### config.mk
export PLATFORM = sky130hd
export DESIGN_NAME = vxe_cu_exec_unit
export DESIGN_NICKNAME = d
export VERILOG_FILES = /design/src/rtl/vxe_cu_pkg.sv /design/src/rtl/vxe_cu_exec_unit.sv
export SDC_FILE = /design/constraint.sdc
export NUM_CORES = 1
export LEC_CHECK = 0
export CAP_MARGIN = 10
export CORE_MARGIN = 2
export CORE_UTILIZATION = 35
export CTS_CLUSTER_DIAMETER = 60
export CTS_CLUSTER_SIZE = 10
export DETAILED_ROUTE_END_ITERATION = 16
export DONT_BUFFER_PORTS = 1
export MAX_ROUTING_LAYER = met4
export PLACE_DENSITY = 0.46
export SETUP_SLACK_MARGIN = 0.15
export SYNTH_ARGS = -nofsm -noshare
export SYNTH_HDL_FRONTEND = slang
export SYNTH_SLANG_ARGS = --single-unit
### constraint.sdc
create_clock -name clk -period 1.5 [get_ports clk]
set_clock_uncertainty 0.05 [all_clocks]
set_input_delay 0.375 -clock clk [delete_from_list [all_inputs] [get_ports clk]]
set_output_delay 0.375 -clock clk [all_outputs]
set_load 0.02 [all_outputs]
### src/rtl/vxe_cu_pkg.sv
// rtl/vxe_cu_pkg.sv - shared state encoding for the VxE control unit
package vxe_cu_pkg;

    localparam logic [2:0] ST_IDLE  = 3'd0;
    localparam logic [2:0] ST_RUN   = 3'd1;
    localparam logic [2:0] ST_SYNC  = 3'd2;
    localparam logic [2:0] ST_DRAIN = 3'd3;
    localparam logic [2:0] ST_DONE  = 3'd4;

    typedef enum logic [2:0] {
        S_IDLE  = ST_IDLE,
        S_RUN   = ST_RUN,
        S_SYNC  = ST_SYNC,
        S_DRAIN = ST_DRAIN,
        S_DONE  = ST_DONE
    } cu_state_t;

endpackage

### src/rtl/vxe_cu_exec_unit.sv
// rtl/vxe_cu_exec_unit.sv - execution-control FSM of the VxE control unit
//
// Starts a program on i_start, handles SYNC / SYNC-STOP / SYNC-INTR commands
// and fetch/decode/VPU faults, and drives halt/unhalt/drain/interrupt/complete
// controls to the fetch, dispatch and forward stages.
//
// Ports:
//   clk, nrst            clock, asynchronous active-low reset
//   i_start              start pulse (honoured only in IDLE)
//   i_cmd_*              decoded command pulses and sync qualifiers
//   i_fetch_busy, i_dis_pipes_active, i_fwd_pipes_active, i_vpus_busy
//                        pipeline activity levels
//   i_flt_fetch, i_flt_decode, i_vpus_err
//                        fault pulses
//   o_glb_busy           engine executing (RUN..DONE)
//   o_halt, o_unhalt     1-cycle fetch/dispatch halt/resume pulses
//   o_stop_drain         level: stop fetching and drain pending commands
//   o_send_intr          1-cycle interrupt pulse
//   o_complete           1-cycle execution-finished pulse
module vxe_cu_exec_unit
    import vxe_cu_pkg::*;
(
    input  logic clk,
    input  logic nrst,
    input  logic i_start,
    output logic o_glb_busy,
    output logic o_halt,
    output logic o_unhalt,
    output logic o_stop_drain,
    output logic o_send_intr,
    output logic o_complete,
    input  logic i_cmd_nop,
    input  logic i_cmd_sync,
    input  logic i_cmd_sync_stop,
    input  logic i_cmd_sync_intr,
    input  logic i_fetch_busy,
    input  logic i_dis_pipes_active,
    input  logic i_fwd_pipes_active,
    input  logic i_vpus_busy,
    input  logic i_flt_fetch,
    input  logic i_flt_decode,
    input  logic i_vpus_err
);

    cu_state_t state, state_nxt;
    logic      intr_flag, intr_flag_nxt;   // interrupt owed at DONE
    logic      sync_intr, sync_intr_nxt;   // interrupt owed at end of plain SYNC
    logic      busy_nxt, halt_nxt, unhalt_nxt, drain_nxt, intr_nxt, cpl_nxt;

    logic fault, drain_idle, sync_idle;

    assign fault      = i_flt_fetch | i_flt_decode | i_vpus_err;
    assign drain_idle = ~(i_fetch_busy | i_dis_pipes_active | i_fwd_pipes_active | i_vpus_busy);
    assign sync_idle  = ~(i_fwd_pipes_active | i_vpus_busy);

    always_ff @(posedge clk or negedge nrst) begin
        if (!nrst) begin
            state        <= S_IDLE;
            intr_flag    <= 1'b0;
            sync_intr    <= 1'b0;
            o_glb_busy   <= 1'b0;
            o_halt       <= 1'b0;
            o_unhalt     <= 1'b0;
            o_stop_drain <= 1'b0;
            o_send_intr  <= 1'b0;
            o_complete   <= 1'b0;
        end else begin
            state        <= state_nxt;
            intr_flag    <= intr_flag_nxt;
            sync_intr    <= sync_intr_nxt;
            o_glb_busy   <= busy_nxt;
            o_halt       <= halt_nxt;
            o_unhalt     <= unhalt_nxt;
            o_stop_drain <= drain_nxt;
            o_send_intr  <= intr_nxt;
            o_complete   <= cpl_nxt;
        end
    end

    always_comb begin
        state_nxt     = state;
        intr_flag_nxt = intr_flag;
        sync_intr_nxt = sync_intr;
        busy_nxt      = o_glb_busy;
        drain_nxt     = o_stop_drain;
        halt_nxt      = 1'b0;
        unhalt_nxt    = 1'b0;
        intr_nxt      = 1'b0;
        cpl_nxt       = 1'b0;

        case (state)
            S_IDLE: begin
                if (i_start) begin
                    state_nxt  = S_RUN;
                    unhalt_nxt = 1'b1;
                    busy_nxt   = 1'b1;
                end
            end
            S_RUN: begin
                if (fault) begin
                    state_nxt     = S_DRAIN;
                    halt_nxt      = 1'b1;
                    drain_nxt     = 1'b1;
                    intr_flag_nxt = 1'b1;
                end else if (i_cmd_sync && i_cmd_sync_stop) begin
                    state_nxt     = S_DRAIN;
                    halt_nxt      = 1'b1;
                    drain_nxt     = 1'b1;
                    intr_flag_nxt = i_cmd_sync_intr;
                end else if (i_cmd_sync) begin
                    state_nxt     = S_SYNC;
                    halt_nxt      = 1'b1;
                    sync_intr_nxt = i_cmd_sync_intr;
                end else if (i_cmd_nop) begin
                    state_nxt     = S_RUN;
                end
            end
            S_SYNC: begin
                if (fault) begin
                    state_nxt     = S_DRAIN;
                    halt_nxt      = 1'b1;
                    drain_nxt     = 1'b1;
                    intr_flag_nxt = 1'b1;
                    sync_intr_nxt = 1'b0;
                end else if (sync_idle) begin
                    state_nxt     = S_RUN;
                    intr_nxt      = sync_intr;
                    unhalt_nxt    = 1'b1;
                    sync_intr_nxt = 1'b0;
                end
            end
            S_DRAIN: begin
                drain_nxt = 1'b1;
                if (fault) begin
                    intr_flag_nxt = 1'b1;
                end
                if (drain_idle) begin
                    state_nxt = S_DONE;
                end
            end
            S_DONE: begin
                // Interrupt is a single pulse here even if fault and sync-intr both set the flag.
                cpl_nxt       = 1'b1;
                intr_nxt      = intr_flag;
                drain_nxt     = 1'b0;
                busy_nxt      = 1'b0;
                intr_flag_nxt = 1'b0;
                sync_intr_nxt = 1'b0;
                state_nxt     = S_IDLE;
            end
            default: begin
                state_nxt     = S_IDLE;
                drain_nxt     = 1'b0;
                busy_nxt      = 1'b0;
                intr_flag_nxt = 1'b0;
                sync_intr_nxt = 1'b0;
            end
        endcase
    end

endmodule

# Word level (Yosys, flattened, before mapping)
# Cells that the tools add are included.
word_totals:
  register_bits: 11
  input_bits: 14
  out_inout_bits: 6
  elab_cells: 79
classes:
  n_eq_ne: 14
  muxes: 37
  bitwise_logic: 9
  n_reduce_logical: 10
op_table:
  columns: ["operator", "count"]
  rows:
  - ["2-to-1 mux 3 bit", 8]
  - ["2-to-1 mux 1 bit", 21]
  - ["inequality test 2 bit (second input constant)", 6]
  - ["one-hot mux 3 bit (4 select lines)", 1]
  - ["one-hot mux 1 bit (2 select lines)", 4]
  - ["equality test 3 x 2 -> 1 bit (second input constant)", 2]
  - ["inequality test 3 bit (second input constant)", 2]
  - ["bitwise OR 1 bit", 6]
  - ["one-hot mux 1 bit (3 select lines)", 2]
  - ["AND reduction 3 bit", 2]
  - ["inequality test 5 bit (second input constant)", 1]
  - ["AND reduction 5 bit", 1]
  - ["one-hot mux 1 bit (4 select lines)", 1]
  - ["AND reduction 4 bit", 1]
  - ["OR reduction 2 bit", 2]
  - ["equality test 3 x 1 -> 1 bit (second input constant)", 1]
  - ["equality test 3 bit (second input constant)", 1]
  - ["logical NOT 3 bit", 1]
  - ["NOT 1 bit", 3]
  - ["OR reduction 3 bit", 1]
  - ["inequality test 2 x 1 -> 1 bit (second input constant)", 1]
  - ["AND reduction 2 bit", 1]
  - ["logical AND 1 bit", 1]

# Logic depth before layout (Yosys ltp)
logic_depth:
  ltp_word: 5
  depth_mapped: 5
  ltp_nobuf: 4

# Worst setup path after synthesis
# No wires, ideal clock.
synth_timing:
  path_type: "input to register"
  from: "in i_vpus_busy"
  to: "reg state[0]"
  setup_time_ns: 0.131
  t_arrival_ns: 1.309
  t_required_ns: 1.319
  setup_slack_ns: 0.010
  cell_stages: 4
  n_path_buf: 0
  path_cell_list: "or4_4 a22o_1 a32oi_1 nor2_1"
synth_via:
  elab_chain_len: 3
  elab_cells_between_ends: 5
  cone_classes: "2 x eq/ne; 2 x bitwise; 1 x reduce/logical"
synth_lines:
  columns: ["element", "line_no", "rtl"]
  rows:
  - ["start: declaration", "vxe_cu_exec_unit.sv:39", "input logic i_vpus_busy,"]
  - ["bitwise OR 1 bit (on tied branches)", "vxe_cu_exec_unit.sv:54, vxe_cu_exec_unit.sv:53", null]
  - ["inequality test 3 bit (no line) or inequality test 2 bit (tied branches)", null, null]
  - ["AND reduction 4 bit (no line) *", null, null]
  - ["end signal: assignment", "vxe_cu_exec_unit.sv:68", "state <= state_nxt;"]
  - ["end: declaration", "vxe_cu_exec_unit.sv:45", "cu_state_t state, state_nxt;"]
# Every way passes the cells marked *; elsewhere a longest branch is shown, timed or not.
# A chain may end at the register's enable or synchronous reset.

# Worst setup path in the final report
layout_timing:
  from: "reg state[1]"
  to: "reg state[0]"
layout_via:
  elab_chain_len: 3
  elab_cells_between_ends: 10
  cone_classes: "7 x eq/ne; 1 x mux; 2 x reduce/logical"
layout_lines:
  columns: ["element", "line_no", "rtl"]
  rows:
  - ["equality test 3 x 1 -> 1 bit (tied with other cells)", "vxe_cu_exec_unit.sv:91", "case (state)"]
  - ["inequality test 5 bit (no line) (tied with other cells)", null, null]
  - ["AND reduction 4 bit (no line)", null, null]
# Several ways; a longest one is shown, not always the timed one.

==> flow_summary.yaml <==
run_status:
  outcome: "finished clean"
clock_network:
  clkTransAtPathRegs_ns: 0.07
  cts.htree.levels: 1
  cts_tree: "built"
  cts_made_buffers: 3
  cts.sinks: 11
  clockRootBuffer: "clkbuf_4"
  clk_latency_ns: 0.26
  cts_buffer_depth: 2
  cts_setup_buffers: 0
timing:
  fin_crit_sh_pct: 85.4
  slew_headroom_pct: 65.3
  drv_slew: 0
  rsz0062_at_grt: "yes"
  hold_viol: 0
  min_period_ns: 1.28
  worst_pin_slew_ns: 0.519
  tns_ns: 0
  max_freq_ghz: 0.781
  setup_viol: 0
power:
  comb_power_share_pct: 41.8
  total_power_w: 0.00136
  seq_power_share_pct: 43.9
  cellPowerDensity_nw_per_um2: 2000
  p_sw_w: 0.000555
  p_leak_nw: 0.269
  power.share.clock_pct: 14.4
  ir_worst_vdd_mv: 0.724
  p_int_w: 0.000804
  switching_share_pct: 40.8
place:
  dp_cells: 80
  numPortBuffers: 0
  hpwl_um: 988
  place_area_um2: 632
  gp_congestion: 0.742
routing:
  firstDrtPassIters: 3
  drt-initial-drc-count: 3
  routed_wl_mm: 1.29
  drc: 0
  vias: 503
  avgRoutedWirePerCell_um: 15.2
  ant_nets: 0
  viasPerCell: 5.92
logic_synthesis:
  synth-seq-cells: 11
  synthCells: 63
  synth-seq-area-share_pct: 46.3
  synth_warnings: 0
  avgSynthCellArea_um2: 9.43
  synth.distinct_cells: 30
  synth_fp_nets: 77
  netlist_area_um2: 594
min_path:
  hp-class: "in2reg"
global_routing:
  grt_pass1_wl_mm: 2.14
  grt-ovfl-total: 0
  antenna_found_initial: 0
  grt_start_max_net_pins: 12
  grt_pass1_vias: 477
  track_usage_pct: 15.4
critical_path:
  timing_worst_setup_path_type: "reg2reg"
  crit_required_ns: 1.59
  critical_path_arrival_ns: 1.37
  cp-start-kind: "register"
  end_kind: "register"
  crit_fanout: 8
die:
  core_area_um2: 1540
  rows: 14
  die_h_um: 45.2
  die-area_um2: 2040
  die_x_um: 45.2
  start_util_pct: 38.6
  io-pin-count: 20
cells_and_area:
  fillers: 166
  fin_cells: 85
  design_area_um2: 679
  diodes: 0
  drive_above_1_share_pct: 24.6
  fin_util_pct: 44.1
  synthToLayoutAreaGrowth_pct: 14.3
  fin_nets: 84
flow_run:
  cap_violations: 0
[power groups by stage]
stage | clock network [W] | logic, W | registers, W
after floorplan | 0 | 0.000424 | 0.000546
after global placement | 0 | 0.000545 | 0.000602
after detailed placement | 0 | 0.000537 | 0.000596
final | 0.000195 | 0.000568 | 0.000596
after global routing | 0.000214 | 0.000641 | 0.000619
after CTS | 0.000208 | 0.000551 | 0.000590
[flip-flops by register name, indices dropped and copies added (netlist names)]
name	count
intr_flag	1
o_complete	1
o_glb_busy	1
o_halt	1
o_send_intr	1
o_stop_drain	1
o_unhalt	1
state	3
sync_intr	1
[cells in the mapped netlist]
cell type  count  share of area [%]
clkbuf_1       1               0.63
a22o_1         1                1.5
a31oi_1        1                1.1
buf_2          1               0.84
or4_4          1                1.9
a21o_1         1                1.3
dfrtp_1       11                 46
nand4_1        1                1.1
o21a_1         1                1.3
a32oi_1        1                1.5
a21oi_1        4                3.4
o221a_2        1                1.9
o21ai_0        2                1.7
a211oi_1       1                1.3
nor3_4         1                2.7
or3_1          1                1.1
or2_2          1                1.1
buf_1          1               0.63
and2_2         1                1.3
inv_1          1               0.63
nand3_1        1               0.84
nor3_1         6                5.1
and3b_1        1                1.5
a32oi_2        1                2.7
nor2_1         8                5.1
nand4b_1       2                2.9
mux2i_1        1                1.7
nand2b_1       1                1.1
nor2b_1        3                3.2
nand2_1        5                3.2
[cells in the final DEF, fill, tap and decap left out, types with 2 or more instances in the layout]
master | netlist | final
a21oi_1 | 4 | 4
dfrtp_1 | 11 | 10
nor2_1 | 8 | 8
nand4b_1 | 2 | 2
nor3_1 | 6 | 5
buf_4 | 0 | 4
nor2b_2 | 0 | 2
nand2_1 | 5 | 5
clkbuf_4 | 0 | 3
[through the flow]
step / hold slack [ns] / setup WS [ns]
floorplan: 0.0294 / 0.0322
global placement: 0.0296 / 0.0117
detailed placement: 0.0297 / 0.00833
CTS: 0.216 / 0.184
global route: 0.222 / 0.149
finish: 0.233 / 0.219
[repair_timing]
item                                   CTS  global route
hold buffers                             1             0
setup endpoints to repair                0             6
endpoints found under the hold margin   11             0
gates resized for setup                  0             4
[cell families (layout without fill, tap and decap cells)]
family	count (synthesis)	count (layout)	share of synthesized area, %
AO/OA/AOI/OAI	14	14	17.5
AND/OR/NAND/NOR	33	33	31.8
buffers and inverters	4	10	2.73
flip-flops	11	11	46.3
multiplexers	1	1	1.68
[worst max-delay path, stage by stage, from the launching register on]
cell and delay (ns):
dfrtp_2 0.46, buf_4 0.17, nor3_2 0.17, a21oi_1 0.07, a32oi_1 0.20, nor2_1 0.05
[path summary, 6_finish.rpt]
path,depth (start not counted),from,slack (ns),endpoint
max,5,state[1],0.22,state[0]
min,2,i_start,0.23,o_glb_busy
max reg2reg,5,state[1],0.22,state[0]
min reg2reg,2,sync_intr,0.48,sync_intr
max in group asynchronous,1,nrst,0.55,state[1]
min in group asynchronous,1,nrst,0.47,sync_intr
[routing by layer]
layer	up-vias	global-route usage, %	wire, µm
met3	0	6.40	69
met1	243	19.5	586
met5	-	-	0
li1	248	-	-
met2	12	22.9	636
met4	0	3.53	0
[final cells by class]
type | instances | area [µm²] | area share [%]
multi-input cells | 48 | 313 | 46.0
flip-flops and latches | 11 | 277 | 40.7
repair buffers | 5 | 40.0 | 5.89
clock buffers | 4 | 26.3 | 3.87
well taps | 16 | 20.0 | 2.95
inverters | 1 | 3.75 | 0.552
Note: power is estimated with default switching activity, not from simulation.
